## src/rtl/network_rx.sv

```systemverilog
// Responder end of the remote-request protocol: applies incoming load, store and
// AMO requests to the local DMEM and returns one credit or writeback packet per request.
module network_rx #(
   parameter int data_width_p   = 32,
   parameter int addr_width_p   = 28,
   parameter int x_cord_width_p = 7,
   parameter int y_cord_width_p = 7,
   parameter int dmem_size_p    = 1024,
   localparam int dmem_addr_width_lp = (dmem_size_p > 1) ? $clog2(dmem_size_p) : 1,
   localparam int mask_width_lp      = data_width_p / 8
) (
   input  logic                          clk_i,
   input  logic                          reset_n_i,

   input  logic                          in_v_i,
   output logic                          in_yumi_o,
   input  logic [2:0]                    in_op_i,
   input  logic [addr_width_p-1:0]       in_addr_i,
   input  logic [data_width_p-1:0]       in_data_i,
   input  logic [mask_width_lp-1:0]      in_mask_i,
   input  logic [4:0]                    in_reg_id_i,
   input  logic                          in_float_wb_i,
   input  logic                          in_icache_fetch_i,
   input  logic [x_cord_width_p-1:0]     in_src_x_i,
   input  logic [y_cord_width_p-1:0]     in_src_y_i,

   output logic                          dmem_v_o,
   output logic                          dmem_w_o,
   output logic [dmem_addr_width_lp-1:0] dmem_addr_o,
   output logic [data_width_p-1:0]       dmem_data_o,
   output logic [mask_width_lp-1:0]      dmem_mask_o,
   input  logic                          dmem_yumi_i,
   input  logic [data_width_p-1:0]       dmem_data_i,

   output logic                          ret_v_o,
   input  logic                          ret_ready_i,
   output logic [1:0]                    ret_pkt_type_o,
   output logic [data_width_p-1:0]       ret_data_o,
   output logic [4:0]                    ret_reg_id_o,
   output logic [x_cord_width_p-1:0]     ret_x_o,
   output logic [y_cord_width_p-1:0]     ret_y_o,

   output logic                          bad_req_o
);

   typedef enum logic [1:0] {IDLE, RD_WAIT, AMO_WR, RESP} state_e;

   localparam logic [2:0] OpLoad    = 3'd0;
   localparam logic [2:0] OpStore   = 3'd1;
   localparam logic [2:0] OpAmoSwap = 3'd2;
   localparam logic [2:0] OpAmoOr   = 3'd3;
   localparam logic [2:0] OpAmoAdd  = 3'd4;

   localparam logic [addr_width_p:0] DmemSizeLp = (addr_width_p+1)'(dmem_size_p);

   state_e                          state_q, state_d;
   logic [2:0]                      op_q, op_d;
   logic [dmem_addr_width_lp-1:0]   addr_q, addr_d;
   logic [data_width_p-1:0]         operand_q, operand_d;
   logic [data_width_p-1:0]         retData_q, retData_d;
   logic [1:0]                      retType_q, retType_d;
   logic [4:0]                      regId_q, regId_d;
   logic [x_cord_width_p-1:0]       x_q, x_d;
   logic [y_cord_width_p-1:0]       y_q, y_d;

   logic                            isBad;
   logic [1:0]                      acceptType;

   always_ff @(posedge clk_i or negedge reset_n_i) begin
      if (!reset_n_i) begin
         state_q   <= IDLE;
         op_q      <= '0;
         addr_q    <= '0;
         operand_q <= '0;
         retData_q <= '0;
         retType_q <= '0;
         regId_q   <= '0;
         x_q       <= '0;
         y_q       <= '0;
      end else begin
         state_q   <= state_d;
         op_q      <= op_d;
         addr_q    <= addr_d;
         operand_q <= operand_d;
         retData_q <= retData_d;
         retType_q <= retType_d;
         regId_q   <= regId_d;
         x_q       <= x_d;
         y_q       <= y_d;
      end
   end

   always_comb begin
      state_d     = state_q;
      op_d        = op_q;
      addr_d      = addr_q;
      operand_d   = operand_q;
      retData_d   = retData_q;
      retType_d   = retType_q;
      regId_d     = regId_q;
      x_d         = x_q;
      y_d         = y_q;
      in_yumi_o   = 1'b0;
      bad_req_o   = 1'b0;
      dmem_v_o    = 1'b0;
      dmem_w_o    = 1'b0;
      dmem_addr_o = '0;
      dmem_data_o = '0;
      dmem_mask_o = '0;

      isBad = ({1'b0, in_addr_i} >= DmemSizeLp) || (in_op_i > OpAmoAdd);

      // Response type is fixed at accept time, so bad loads/AMOs still get a writeback type
      unique case (in_op_i)
         OpLoad:                       acceptType = in_icache_fetch_i ? 2'd3 :
                                                    in_float_wb_i     ? 2'd2 : 2'd1;
         OpAmoSwap, OpAmoOr, OpAmoAdd: acceptType = 2'd1;
         default:                      acceptType = 2'd0;
      endcase

      unique case (state_q)
         IDLE: begin
            dmem_w_o    = (in_op_i == OpStore);
            dmem_addr_o = in_addr_i[dmem_addr_width_lp-1:0];
            dmem_data_o = in_data_i;
            dmem_mask_o = (in_op_i == OpStore) ? in_mask_i : '1;
            if (in_v_i) begin
               if (isBad) begin
                  in_yumi_o = 1'b1;
                  bad_req_o = 1'b1;
                  state_d   = RESP;
               end else begin
                  dmem_v_o  = 1'b1;
                  in_yumi_o = dmem_yumi_i;
                  if (dmem_yumi_i) state_d = (in_op_i == OpStore) ? RESP : RD_WAIT;
               end
            end
            if (in_yumi_o) begin
               op_d      = in_op_i;
               addr_d    = in_addr_i[dmem_addr_width_lp-1:0];
               operand_d = in_data_i;
               retData_d = '0;
               retType_d = acceptType;
               regId_d   = in_reg_id_i;
               x_d       = in_src_x_i;
               y_d       = in_src_y_i;
            end
         end
         RD_WAIT: begin
            retData_d = dmem_data_i;
            unique case (op_q)
               OpAmoOr:  operand_d = operand_q | dmem_data_i;
               OpAmoAdd: operand_d = operand_q + dmem_data_i;
               default:  operand_d = operand_q;
            endcase
            state_d = (op_q == OpLoad) ? RESP : AMO_WR;
         end
         AMO_WR: begin
            dmem_v_o    = 1'b1;
            dmem_w_o    = 1'b1;
            dmem_addr_o = addr_q;
            dmem_data_o = operand_q;
            dmem_mask_o = '1;
            if (dmem_yumi_i) state_d = RESP;
         end
         RESP: begin
            if (ret_ready_i) state_d = IDLE;
         end
         default: state_d = IDLE;
      endcase

      // Combinational outputs must read zero while reset is asserted
      if (!reset_n_i) begin
         in_yumi_o   = 1'b0;
         bad_req_o   = 1'b0;
         dmem_v_o    = 1'b0;
         dmem_w_o    = 1'b0;
         dmem_addr_o = '0;
         dmem_data_o = '0;
         dmem_mask_o = '0;
      end
   end

   assign ret_v_o        = (state_q == RESP);
   assign ret_pkt_type_o = retType_q;
   assign ret_data_o     = retData_q;
   assign ret_reg_id_o   = regId_q;
   assign ret_x_o        = x_q;
   assign ret_y_o        = y_q;

endmodule

```

## config.mk

```make
export PLATFORM = sky130hd
export DESIGN_NAME = network_rx
export DESIGN_NICKNAME = d
export VERILOG_FILES = /design/src/rtl/network_rx.sv
export SDC_FILE = /design/constraint.sdc
export NUM_CORES = 1
export LEC_CHECK = 0
export ABC_AREA = 1
export BUFFER_PORTS_ARGS = -buffer_cell sky130_fd_sc_hd__buf_2
export CAP_MARGIN = 20
export CORE_MARGIN = 2
export CORE_UTILIZATION = 30
export CTS_BUF_LIST = sky130_fd_sc_hd__clkbuf_8
export DETAILED_ROUTE_END_ITERATION = 8
export PLACE_DENSITY_LB_ADDON = 0.3
export REMOVE_ABC_BUFFERS = 1
export SLEW_MARGIN = 25
export SYNTH_ARGS = -nofsm -noshare
export SYNTH_HDL_FRONTEND = slang
export SYNTH_SLANG_ARGS = --single-unit
```

## constraint.sdc

```tcl
create_clock -name clk_i -period 5 [get_ports clk_i]
set_input_delay 0 -clock clk_i [delete_from_list [all_inputs] [get_ports clk_i]]
set_output_delay 0 -clock clk_i [all_outputs]
set_load 0.02 [all_outputs]
```

* Yosys cells after proc, flatten, opt, wreduce, memory -nomap -nowiden
Cells that the tools add are included.
** Storage, ports and cells
- Output and inout bits :: 104
- Register bits :: 100
- Input bits :: 125
** Cells by class
- Bitwise logic cells :: 1
- Reductions and logical operators :: 10
- $lt $le $gt $ge :: 2
- Add/sub/neg operators :: 1
- Eq/ne operators :: 15
- Multiplexer cells :: 38
** Operators with widths (number)
- $pmux W32 S2 :: 4
- $mux W32 :: 3
- $add A32 B32 Y32 :: 1
- $or A32 B32 Y32 :: 1
- $ge A28 B11 Y1 const B :: 1
- $pmux W10 S2 :: 1
- $mux W2 :: 8
- $mux W1 :: 14
- $mux W10 :: 1
- $eq A3 B2 Y1 const B :: 3
- $mux W4 :: 2
- $pmux W2 S4 :: 1
- $pmux W4 S2 :: 1
- $eq A3 B3 Y1 const B :: 2
- $logic_not A3 Y1 :: 2
- $ne A2 B2 Y1 const B :: 3
- $ne A3 B3 Y1 const B :: 2
- $eq A2 B2 Y1 const B :: 2
- $pmux W1 S2 :: 2
- $pmux W2 S2 :: 1
- $reduce_and A2 Y1 :: 2
- $reduce_and A4 Y1 :: 1
- $eq A3 B1 Y1 const B :: 1
- $gt A3 B3 Y1 const B :: 1
- other kinds (7) :: 7

* Longest topological paths before layout
- Depth in word-level cells :: 7
- Depth in mapped cells :: 16

* Worst setup path before layout
OpenSTA, ideal clock, no wires.
- Path kind :: register to register
- Start :: register operand_q[0]
- End :: register operand_q[28]
- Cell stages (with the launch flop) :: 14
- Path slack :: 3105 ps
- Data required time :: 4878 ps
- Library setup time :: 122 ps
- Arrival time :: 1773 ps
- Cells stage by stage :: dfrtp_1 ha_1 inv_1 fa_1 inv_1 nand3_1 nand3_1 nand3_1 nand3_1 nand2_1 nand3_1 nand3_1 nand2_1 a21oi_1
** Between the ends
- Word-level cells in the longest chain between the ends :: 3
** RTL lines
- start, declared :: RTL line 59 : logic [data_width_p-1:0] operand_q, operand_d;
- start signal, assigned :: RTL line 84 : operand_q <= operand_d;
- $add A32 B32 Y32 :: RTL line 153 : OpAmoAdd: operand_d = operand_q + dmem_data_i;
- $pmux W32 S2 :: RTL line 151 : unique case (op_q)
- $pmux W32 S2 :: RTL line 121 : unique case (state_q)
No other way between the ends.
A chain may end at the register's enable or synchronous reset.

* Worst setup path in the final report
- Start :: register state_q[0]
- End :: register operand_q[6]
** Between the ends
- Word-level cells in the longest chain between the ends :: 3
- Elaborated cells on any way between the ends :: 7
- Classes of those cells :: eq/ne (3); mux (1); reduce/logical (3)
** RTL lines
- start, declared :: RTL line 56 : state_e state_q, state_d;
- start signal, assigned :: RTL line 81 : state_q <= state_d;
- $eq A2 B1 Y1 / $logic_not A2 Y1 (equally long branches) :: RTL line 121
- $ne A3 B3 Y1 (no line) (tied with other cells)
- $reduce_and A3 Y1 (no line)
Several ways; a longest one is shown, not always the timed one.

==> reports/qor.csv <==
stage,metric,value,unit
status,outcome,"finished, final reports clean",
timing,fmax,323,MHz
placed_design,finalWeightedCongestion,0.841,
global_routing,overflow,0,
floorplan,die_x,168,µm
routing,drc,0,
cts,postCtsSetupBuffers,0,
routing,vias,8963,
routing,routed_via_density,4.66,
pwr,peakVddDrop,0.264,mV
final_layout,utilization,0.401,
synth,synth_edf_count,0,
cts,clk_pin_slew,0.11,ns
synth,ys_seq_elements,100,
cts,cts-hold-fix-buffers,99,
routing,drtPass1Iterations,5,
min_path,min_path_type,input pin to register,
cts,cts-root-buf,clkbuf_8,
setup_path,rr_endpoint,operand_q[6],
setup_path,cp-start-kind,register,
timing,fin_crit_sh,0.619,
floorplan,coreArea,26700,µm²
final_layout,final_common_cell,nand2_1,
setup_path,reg2reg_slack,1.91,ns
cts,cts_buffers,9,
cts,cts_resized,0,
final_layout,syn_to_final_growth,32.4,%
timing,setup_tns,0,ns
global_routing,grt_pass1_wl,45600,µm
pwr,leakagePower,0.00610,µW
synth,avgSynthCellArea,6.31,µm²
min_path,hp-start,ret_ready_i,
synth,syn_inst,1283,
final_layout,final_cell_mix,"nand2_1 (444), buf_2 (227), inv_1 (195), a21oi_1 (143), dfrtp_1 (100)",
placed_design,place_inst,1808,
floorplan,std_cell_rows,60,
setup_path,r2r_start,state_q[0],
pwr,p_comb_frac,0.667,
global_routing,track_usage,0.199,
setup_path,crit_start,state_q[0],
timing,slew_violations,0,
placed_design,portBuffers,228,
pwr,p_sw,3400,µW
final_layout,drive_gt1_frac,0.166,
cts,h-tree-depth,3,
pwr,clock_power_share,0.097,
timing,whs,0.102,ns
synth,syn_area,8100,µm²
synth,ys.flop_type,dfrtp_1,
floorplan,die_y,168,µm
timing,fin_worst_skew,0.0232,ns
setup_path,worstPathRequired,5.25,ns
timing,rsz0062_at_grt,false,
routing,wl,28200,µm
timing,finalSetupViolCount,0,
synth,yosys_warnings,0,
timing,period_needed,3.09,ns
pwr,switching_share,0.550,
setup_path,critical_path.endpoint,operand_q[6],
setup_path,rr_worst_depth,10,
global_routing,antenna_found_initial,0,
setup_path,cp-end-kind,register,
pwr,power.internal,2780,µW
setup_path,path_class,register to register,
floorplan,die_area,28300,µm²
pwr,p_seq_frac,0.236,
setup_path,arrival,3.35,ns
cts,cts_buffer_depth,2,
final_layout,fin_nets,1770,
pwr,power_density,576,nW/µm²
cts,cts.sinks,100,
flow_run,maxCapViolCount,0,
global_routing,grt_pass1_vias,8799,
floorplan,io_pins,229,
global_routing,grt_start_max_net_pins,72,
min_path,hold_depth,4,
timing,worst_slew_pin_slew,0.955,ns
cts,cts_tree,yes,
final_layout,final_cell_area,10700,µm²
timing,slew_headroom,0.362,
placed_design,place_area,9510,µm²
routing,routedWlPerCell,14.7,µm
final_layout,layout.cells.non_filler,1924,
synth,async_reset_ff_frac,1.00,
timing,finalHoldViolations,0,
cts,insertion_delay,0.41,ns
floorplan,start_util,0.303,
setup_path,cp_max_fo,44,
routing,drt_first_iter_violations,582,
placed_design,dp.final_hpwl,20000,µm
synth,synthDistinctLibCells,34,
routing,ant_nets,0,
synth,ys_seq_area_frac,0.309,
## how the worst min path moves through the flow
| stage | to | slack, ns |
|---|---|---|
| 2_1_floorplan | addr_q[0] | -0.30 |
| 3_3_place_gp | ret_data_o[5] | 0.07 |
| 3_5_place_dp | ret_data_o[5] | 0.08 |
| 4_1_cts | ret_pkt_type_o[0] | 0.08 |
| 5_1_grt | state_q[1] | 0.14 |
| 6_report | state_q[1] | 0.10 |
## synth_stat cells (3+ instances only)
cell type  count  area [µm²]
buf_1          6        22.5
dfrtp_1      100        2500
inv_1        195         732
nand4_1        4        25.0
ha_1          67         838
xor2_1        10        87.6
inv_2          4        15.0
o21bai_1       4        30.0
nor2_1        91         342
o21ai_1        4        20.0
a21oi_1      143         716
o211ai_1       3        22.5
nand2_1      444        1670
nand3_1       83         415
o22ai_1        3        18.8
o21ai_0       50         250
buf_2          8        40.0
clkbuf_1      34         128
a31oi_1        7        43.8
nor3_1         5        25.0
## critical path, cell delays in order, from the launching register on
cell,delay (ns)
dfrtp_1,0.45
inv_1,0.16
ha_2,0.22
buf_4,0.47
inv_1,0.18
nand2_1,0.12
nand2_1,0.07
nand2_2,0.48
inv_2,0.49
nor2_1,0.23
a31oi_1,0.06
## cell type report
type                       instances  area, µm²
antenna                            1       2.50
clock buffer                       9        124
clock inverter                     7       85.1
fill                            2880      16000
inverter                         199        748
multi-input combinational        934       4650
sequential                       100       2500
tap                              341        427
timing repair buffer             333       2180
## power groups by stage
stage | registers, µW | clock network (µW) | logic [µW]
2_1_floorplan | 1650 | 0 | 2560
3_3_place_gp | 1450 | 0 | 3980
3_5_place_dp | 1470 | 0 | 4050
4_1_cts | 1450 | 625 | 4140
5_1_grt | 1510 | 652 | 4680
6_report | 1460 | 598 | 4120
## registers in the layout (all words and copies together) (netlist names)
name            flops
ret_y_o             7
ret_reg_id_o        5
ret_x_o             7
state_q             2
ret_data_o         32
addr_q             10
op_q                3
operand_q          32
ret_pkt_type_o      2
## metrics by stage
| stage | total power, µW | setup slack, ns |
|---|---|---|
| floorplan | 4210 | 1.74 |
| detailed placement | 5520 | 1.92 |
| finish | 6170 | 1.91 |
| global route | 6840 | 1.63 |
| CTS | 6210 | 1.90 |
| global placement | 5430 | 2.07 |
## kinds of logic after synthesis
group	share of synthesized area
simple gates	0.310
compound gates	0.144
fa+ha+maj	0.106
buf+inv	0.119
xor+xnor	0.0119
flops	0.309
## per-layer routing
layer  global-route usage  up-vias  wire (µm)
li1                     -     4593          -
met4               0.0461        0        354
met1                0.270     4084      13600
met2                0.337      266      12800
met5                    0        -          0
met3               0.0280       20       1450
No activity file was read; power rests on OpenSTA's default activity.
